===== src/rtl/udp_dispatch_pkg.sv =====
// Shared types for the UDP destination-port dispatch controller:
// FSM state encoding, port-table entry layout and counter sizing.
package udp_dispatch_pkg;

  typedef enum logic [1:0] {
    IDLE   = 2'd0,
    LOOKUP = 2'd1,
    ACTIVE = 2'd2
  } state_t;

  typedef struct packed {
    logic        en;
    logic [15:0] port;
  } entry_t;

  localparam int CNT_W = 32;
  localparam logic [CNT_W-1:0] CNT_MAX = '1;
  localparam logic [CNT_W-1:0] CNT_ONE = CNT_W'(1);

  // Select width never collapses to zero, even for a single output.
  function automatic int sel_width(input int m);
    return (m > 1) ? $clog2(m) : 1;
  endfunction

endpackage


===== src/rtl/udp_port_match.sv =====
// Combinational priority match of a UDP port against the enabled table
// entries; the lowest matching index wins. The parent registers the result.
module udp_port_match
  import udp_dispatch_pkg::*;
#(
  parameter int M_COUNT = 2,
  parameter int SEL_W   = sel_width(M_COUNT)
) (
  input  logic [15:0]      port,
  input  entry_t           entries [M_COUNT],
  output logic             hit,
  output logic [SEL_W-1:0] index
);

  always_comb begin
    hit   = 1'b0;
    index = '0;
    for (int i = 0; i < M_COUNT; i++) begin
      if (!hit && entries[i].en && (entries[i].port == port)) begin
        hit   = 1'b1;
        index = SEL_W'(i);
      end
    end
  end

endmodule


===== src/rtl/udp_port_dispatch_ctrl.sv =====
// Steers the UDP RX demux: snoops the sink header, looks the destination port
// up in a programmable table and holds enable/select/drop for one datagram.
//
// Handshake rule: a header or payload beat transfers only on a clock edge where
// its valid and ready are both high; this block only observes, never stalls.
module udp_port_dispatch_ctrl
  import udp_dispatch_pkg::*;
#(
  parameter  int M_COUNT        = 2,
  parameter  int DROP_UNMATCHED = 1,
  parameter  int DEFAULT_SELECT = 0,
  localparam int SEL_W          = sel_width(M_COUNT)
) (
  input  logic             clk,
  input  logic             reset_n,
  input  logic             hdr_valid,
  input  logic             hdr_ready,
  input  logic [15:0]      dest_port,
  input  logic             tvalid,
  input  logic             tready,
  input  logic             tlast,
  output logic             enable,
  output logic             drop,
  output logic [SEL_W-1:0] select,
  input  logic             cfg_wr_en,
  input  logic [SEL_W-1:0] cfg_index,
  input  logic [15:0]      cfg_port,
  input  logic             cfg_entry_en,
  output logic [CNT_W-1:0] drop_count,
  output logic             busy,
  output state_t           state_dbg
);

  // Assertion is asynchronous; release is re-timed to clk so every flop
  // below leaves reset on the same edge.
  logic [1:0] rst_sync;
  logic       rst_int_n;

  always_ff @(posedge clk or negedge reset_n) begin
    if (!reset_n) rst_sync <= 2'b00;
    else          rst_sync <= {rst_sync[0], 1'b1};
  end

  assign rst_int_n = rst_sync[1];

  state_t           state_q, state_d;
  logic [15:0]      port_q;
  logic             hdr_done_q, hdr_done_d;
  logic             enable_d, drop_d;
  logic [SEL_W-1:0] select_d;
  logic [CNT_W-1:0] drop_count_d;
  entry_t           tbl [M_COUNT];
  logic             hit;
  logic [SEL_W-1:0] hit_index;
  logic             hdr_fire;
  logic             frame_end;

  udp_port_match #(
    .M_COUNT (M_COUNT),
    .SEL_W   (SEL_W)
  ) u_match (
    .port    (port_q),
    .entries (tbl),
    .hit     (hit),
    .index   (hit_index)
  );

  assign hdr_fire  = hdr_valid && hdr_ready;
  // A tlast beat only closes the datagram once its header has gone through.
  assign frame_end = tvalid && tready && tlast && (hdr_done_q || hdr_fire);

  always_comb begin
    state_d      = state_q;
    enable_d     = enable;
    drop_d       = drop;
    select_d     = select;
    hdr_done_d   = hdr_done_q;
    drop_count_d = drop_count;
    case (state_q)
      IDLE: begin
        enable_d   = 1'b0;
        hdr_done_d = 1'b0;
        if (hdr_valid) state_d = LOOKUP;
      end
      LOOKUP: begin
        if (hit) begin
          select_d = hit_index;
          drop_d   = 1'b0;
        end else if (DROP_UNMATCHED != 0) begin
          select_d = '0;
          drop_d   = 1'b1;
        end else begin
          select_d = SEL_W'(DEFAULT_SELECT);
          drop_d   = 1'b0;
        end
        enable_d = 1'b1;
        state_d  = ACTIVE;
      end
      ACTIVE: begin
        if (hdr_fire) hdr_done_d = 1'b1;
        if (frame_end) begin
          enable_d   = 1'b0;
          drop_d     = 1'b0;
          hdr_done_d = 1'b0;
          state_d    = IDLE;
          if (drop && (drop_count != CNT_MAX)) drop_count_d = drop_count + CNT_ONE;
        end
      end
      default: state_d = IDLE;
    endcase
  end

  always_ff @(posedge clk or negedge rst_int_n) begin
    if (!rst_int_n) begin
      state_q    <= IDLE;
      enable     <= 1'b0;
      drop       <= 1'b0;
      select     <= '0;
      hdr_done_q <= 1'b0;
      drop_count <= '0;
    end else begin
      state_q    <= state_d;
      enable     <= enable_d;
      drop       <= drop_d;
      select     <= select_d;
      hdr_done_q <= hdr_done_d;
      drop_count <= drop_count_d;
    end
  end

  always_ff @(posedge clk or negedge rst_int_n) begin
    if (!rst_int_n)                        port_q <= '0;
    else if ((state_q == IDLE) && hdr_valid) port_q <= dest_port;
  end

  // Indices with no matching slot (>= M_COUNT) fall through untouched.
  always_ff @(posedge clk or negedge rst_int_n) begin
    if (!rst_int_n) begin
      for (int i = 0; i < M_COUNT; i++) tbl[i] <= '0;
    end else begin
      for (int i = 0; i < M_COUNT; i++) begin
        if (cfg_wr_en && (cfg_index == SEL_W'(i))) begin
          tbl[i].en   <= cfg_entry_en;
          tbl[i].port <= cfg_port;
        end
      end
    end
  end

  assign busy      = (state_q != IDLE);
  assign state_dbg = state_q;

endmodule


===== config.mk =====
export PLATFORM = sky130hd
export DESIGN_NAME = udp_port_dispatch_ctrl
export DESIGN_NICKNAME = d
export VERILOG_FILES = /design/src/rtl/udp_dispatch_pkg.sv /design/src/rtl/udp_port_match.sv /design/src/rtl/udp_port_dispatch_ctrl.sv
export SDC_FILE = /design/constraint.sdc
export NUM_CORES = 1
export LEC_CHECK = 0
export ABC_AREA = 1
export ABC_CLOCK_PERIOD_IN_PS = 7800
export CAP_MARGIN = 20
export CORE_MARGIN = 8
export CORE_UTILIZATION = 50
export CTS_BUF_LIST = sky130_fd_sc_hd__clkbuf_8
export CTS_CLUSTER_DIAMETER = 30
export DETAILED_ROUTE_END_ITERATION = 10
export HOLD_SLACK_MARGIN = 0.08
export PLACE_DENSITY = 0.75
export REMOVE_ABC_BUFFERS = 1
export SLEW_MARGIN = 15
export SYNTH_ARGS = -nofsm -noshare
export SYNTH_HDL_FRONTEND = slang
export SYNTH_SLANG_ARGS = --single-unit
export TNS_END_PERCENT = 10

===== constraint.sdc =====
create_clock -name clk -period 7.8 [get_ports clk]
set_input_delay 1.56 -clock clk [delete_from_list [all_inputs] [get_ports clk]]
set_output_delay 1.56 -clock clk [all_outputs]
set_load 0.005 [all_outputs]

After elaboration in Yosys (flattened, before gate mapping) --
Cells that the tools add are included.
Word-level totals: register bits 90, input port bits 42, output and inout port bits 38
Cells by class: add/subtract/negate cells 1, muxes and demuxes 14, equal/unequal tests 8, reduce and logical (&&, ||, !) cells 23, bitwise logic cells 1
Operators with widths (count):
- $add 32x1->32 const B | 1
- $eq 16x16->1 | 2
- $ne 32x32->1 const B | 1
- $logic_and 1x1->1 | 11
- $mux 1 | 8
- $reduce_and 2->1 | 4
- $pmux 2 s3 | 1
- $reduce_bool 2->1 | 3
- $mux 2 | 2
- $ne 2x2->1 const B | 2
- $pmux 1 s2 | 2
- $ne 3x3->1 const B | 1
- $pmux 1 s3 | 1
- $reduce_and 3->1 | 1
- $reduce_bool 3->1 | 1
- $eq 2x1->1 const B | 1
- $eq 2x2->1 const B | 1
- $logic_not 2->1 | 1
- $logic_not 1->1 | 1
- $logic_or 1x1->1 | 1
- $not 1->1 | 1

Depth between registers and ports, before layout --
depth after elaboration 9, gate-level depth with buffers 11, gate-level depth less buffers 11

Hierarchy --
Synthesis repeated with hierarchy kept, for this count alone.
Unflattened totals: cell total of the unflattened synthesis 715, area, all modules 4963.5 um^2
Modules (own cells, without submodules):
- udp_port_dispatch_ctrl | seq. area each 2252.2 um^2, times used 1, area each 4355.4 um^2, cells an instance 576
- udp_port_match | seq. area each 0.0 um^2, times used 1, area each 608.1 um^2, cells an instance 139

Worst setup path before layout --
No wires, ideal clock.
path kind input -> register, start point in tlast, end point reg drop_count[11], data arrival time 2.424 ns, setup slack 5.312 ns, stages 8, setup time 0.065 ns, cell sequence and3_1 > nand3_1 > nor2_4 > nand2_8 > inv_6 > buf_6 > nand2_1 > nand2_1
On the way: longest elaborated chain between the ends 3
Ends and longest elaborated chain:
- start: declaration | line udp_port_dispatch_ctrl.sv:21 | input logic tlast,
- $logic_and 1x1->1 (2 in a row) | line udp_port_dispatch_ctrl.sv:70 | assign frame_end = tvalid && tready && tlast && (hdr_done_q || hdr_fire);
- $reduce_and 3->1 (no line)
- end signal: assignment | line udp_port_dispatch_ctrl.sv:127 | drop_count <= drop_count_d;
- end: declaration | line udp_port_dispatch_ctrl.sv:29 | output logic [CNT_W-1:0] drop_count,
Every way passes these cells. A chain may end at the register's enable or synchronous reset.

Worst setup path after layout --
start point reg state_q[1] (netlist: state_dbg[1]), end point out busy
On the way: longest elaborated chain between the ends 1
Ends and longest elaborated chain:
- start: declaration | line udp_port_dispatch_ctrl.sv:46 | state_t state_q, state_d;
- start signal: assignment | line udp_port_dispatch_ctrl.sv:122 | state_q <= state_d;
- $reduce_bool 2->1 | line udp_port_dispatch_ctrl.sv:150 | assign busy = (state_q != IDLE);
- end: declaration | line udp_port_dispatch_ctrl.sv:30 | output logic busy,
Every way passes these cells.

==> metrics.txt <==
switching share of power 0.333; Yosys cell types 31; Sequential Area 2260 sq um; max-cap violations 0; HPWL Detailed roughly 9000 um; layout cell share with drive strength beyond 1 0.0456; # Post-CTS Setup Buffers 0; Placement Setup Slack 4520 ps; I/O Buffers just under 80; Final TNS setup 0 ps; area of the multi-input gates between 2000 and 2500 sq um; Hold/Removal Path Class reg2async; average wire per standard cell roughly 13 um; commonest non-fill, non-tap cell in the layout nand2_1; post-synthesis register bit count 90; CTS tree built; Clk pwr share 0.253; gr ovfl total 0; ratio of final minimum period to clock period 0.384; PD cells between 200 and 250 nW/um^2; clock insertion delay at the later pin of the skew report roughly 350 ps; clk sink count 90; initial antenna violation count 0; WP data arrival between 1000 and 1500 ps; Pleak between 0.002 and 0.003 uW; Slew Viols, Final 0; count of endpoints failing setup in the final report 0; Routability Congestion a little over 0.9; outcome complete, no violations; min Tclk post-route ~3000 ps; Final WS setup between 4000 and 5000 ps; vias in the first global route about 4400; GRT Overall Usage 0.185; DR pass1 iterations 4; Psw between 400 and 500 uW; final hold violations 0; clk buf depth 2; peak supply drop ~0.13 mV; CTS Buf Count 9; Internal Pwr Total around 870 uW; diodes inserted 0; Synth Warn # 0; RSZ-0062 raised after global routing no; Final nets between 800 and 900; die height ~120 um; CP max FO 6; Iter 0 DRT Violations 229; Initial Util 0.511; clk slew on worst S/H paths roughly 90 ps; row count 36; most frequent cells in the layout 307 x nand2_1, 90 x inv_1, 89 x dfrtp_1; Post-Syn Instances 706; Worst Setup End Kind primary output; core box area between 9000 and 10000 sq um; # fillers slightly below 900; sequential-to-total area share from yosys stat 0.455; Crit path required time 6240 ps; # DRC 0; syn_area_per_cell about 7 sq um; Post-DRT Antenna Nets 0; die width approximately 120 um; total number of vias between 4000 and 5000; Mapped Area between 4000 and 5000 sq um; fmax 334 MHz; startpoint types flip-flop; htree depth 3; full die area between 10000 and 15000 sq um; largest net degree at the start of global routing 72; hold buffer count at CTS 0; Post-Route WL approximately 12000 um; WS Path Type reg2out; slew margin rel. 0.336; Worst Max-Slew Pin Slew between 900 and 1000 ps; sequential power share 0.477; routed vias/inst ~4.8; I/O Pins 80; P&R area growth vs syn 22.2%; Root Buffer clkbuf_8; first-pass GRT wire length roughly 20000 um; Clock Skew between 6 and 7 ps; Comb pwr share 0.270; post-CTS resize count 0
## worst paths after layout
kind	endpoint	slack, ps	cells after the start	start
min in group clk	rst_sync[1]	360	0	rst_sync[0]
min	drop_count[24]	200	0	rst_sync[1]
max in group asynchronous	rst_sync[1]	6310	1	reset_n
max reg2reg	drop_count[20]	5900	10	drop_count[0]
min reg2reg	drop_count[24]	200	0	rst_sync[1]
max	busy	4810	3	state_dbg[1]
## cell families (layout without fill, tap and decap cells)
group,Yosys count,in the layout,synth area share
and+or+nand+nor,425,425,0.352
buffers and inverters,108,191,0.0904
DFF,90,90,0.455
AOI/OAI and AO/OA,59,59,0.0609
xor gates and xnor gates,22,22,0.0389
adders and majority gates,1,1,0.00253
other,1,1,0.000757
## power by group through the flow
stage	sequential [uW]	clock [uW]	combinational [uW]
4_1_cts	620	339	355
3_5_place_dp	629	0	354
2_1_floorplan	620	0	228
3_3_place_gp	626	0	343
6_report	620	328	350
5_1_grt	633	360	406
## sequential cells by signal, summed over array words and instances (netlist names)
register    cells
tbl            34
hdr_done_q      1
drop_count     32
enable          1
state_dbg       2
rst_sync        2
drop            1
port_q         16
select          1
## through the flow
step	hold WS [ps]	utilization	area, sq um	cells	total power, uW
2_1_floorplan	331	-	4860	692	848
3_3_place_gp	193	0.602	5830	905	969
3_5_place_dp	198	0.602	5830	905	983
4_1_cts	203	0.623	6040	921	1310
5_1_grt	225	0.625	6050	922	1400
6_report	195	0.625	6050	922	1300
## Yosys cell counts (all sizes together)
library cell  count  share of area
ha                1         0.0025
conb              1        0.00076
dfrtp            90           0.45
xnor2             9          0.016
clkbuf            9         0.0068
nand4             5         0.0063
nand3            20          0.021
o21ai            55          0.056
nor2             71          0.059
buf               5          0.011
nand2           311           0.24
a21oi             1         0.0010
and3              1         0.0013
a21boi            1         0.0015
inv              94          0.072
xor2             13          0.023
and2              1         0.0013
a31oi             1         0.0013
nor3              9          0.010
a21o              1         0.0015
nand3b            7          0.011
## routing by layer
metal  global-route usage  share of wire  up-vias  wire (um)
li1                     -              -     2300          -
met1                0.225           0.44     2050       5080
met2                0.326           0.51       90       5900
met3               0.0370          0.054        2        634
met4               0.0464         0.0028        0         33
met5                    0              0        -          0
## critical path, cell delays in order (launching register included)
cell and delay (ps):
dfrtp_1 450, nor2_1 150, inv_1 50, clkdlybuf4s50_1 440
## final cells by class
type / count / area share
clock inverter: 5 / 0.00889
sequential: 90 / 0.373
multi-input combinational: 508 / 0.372
clock buffer: 11 / 0.0250
tap: 133 / 0.0275
timing repair buffer: 81 / 0.134
inverter: 94 / 0.0591
Note: power is estimated with default switching activity, not from simulation.
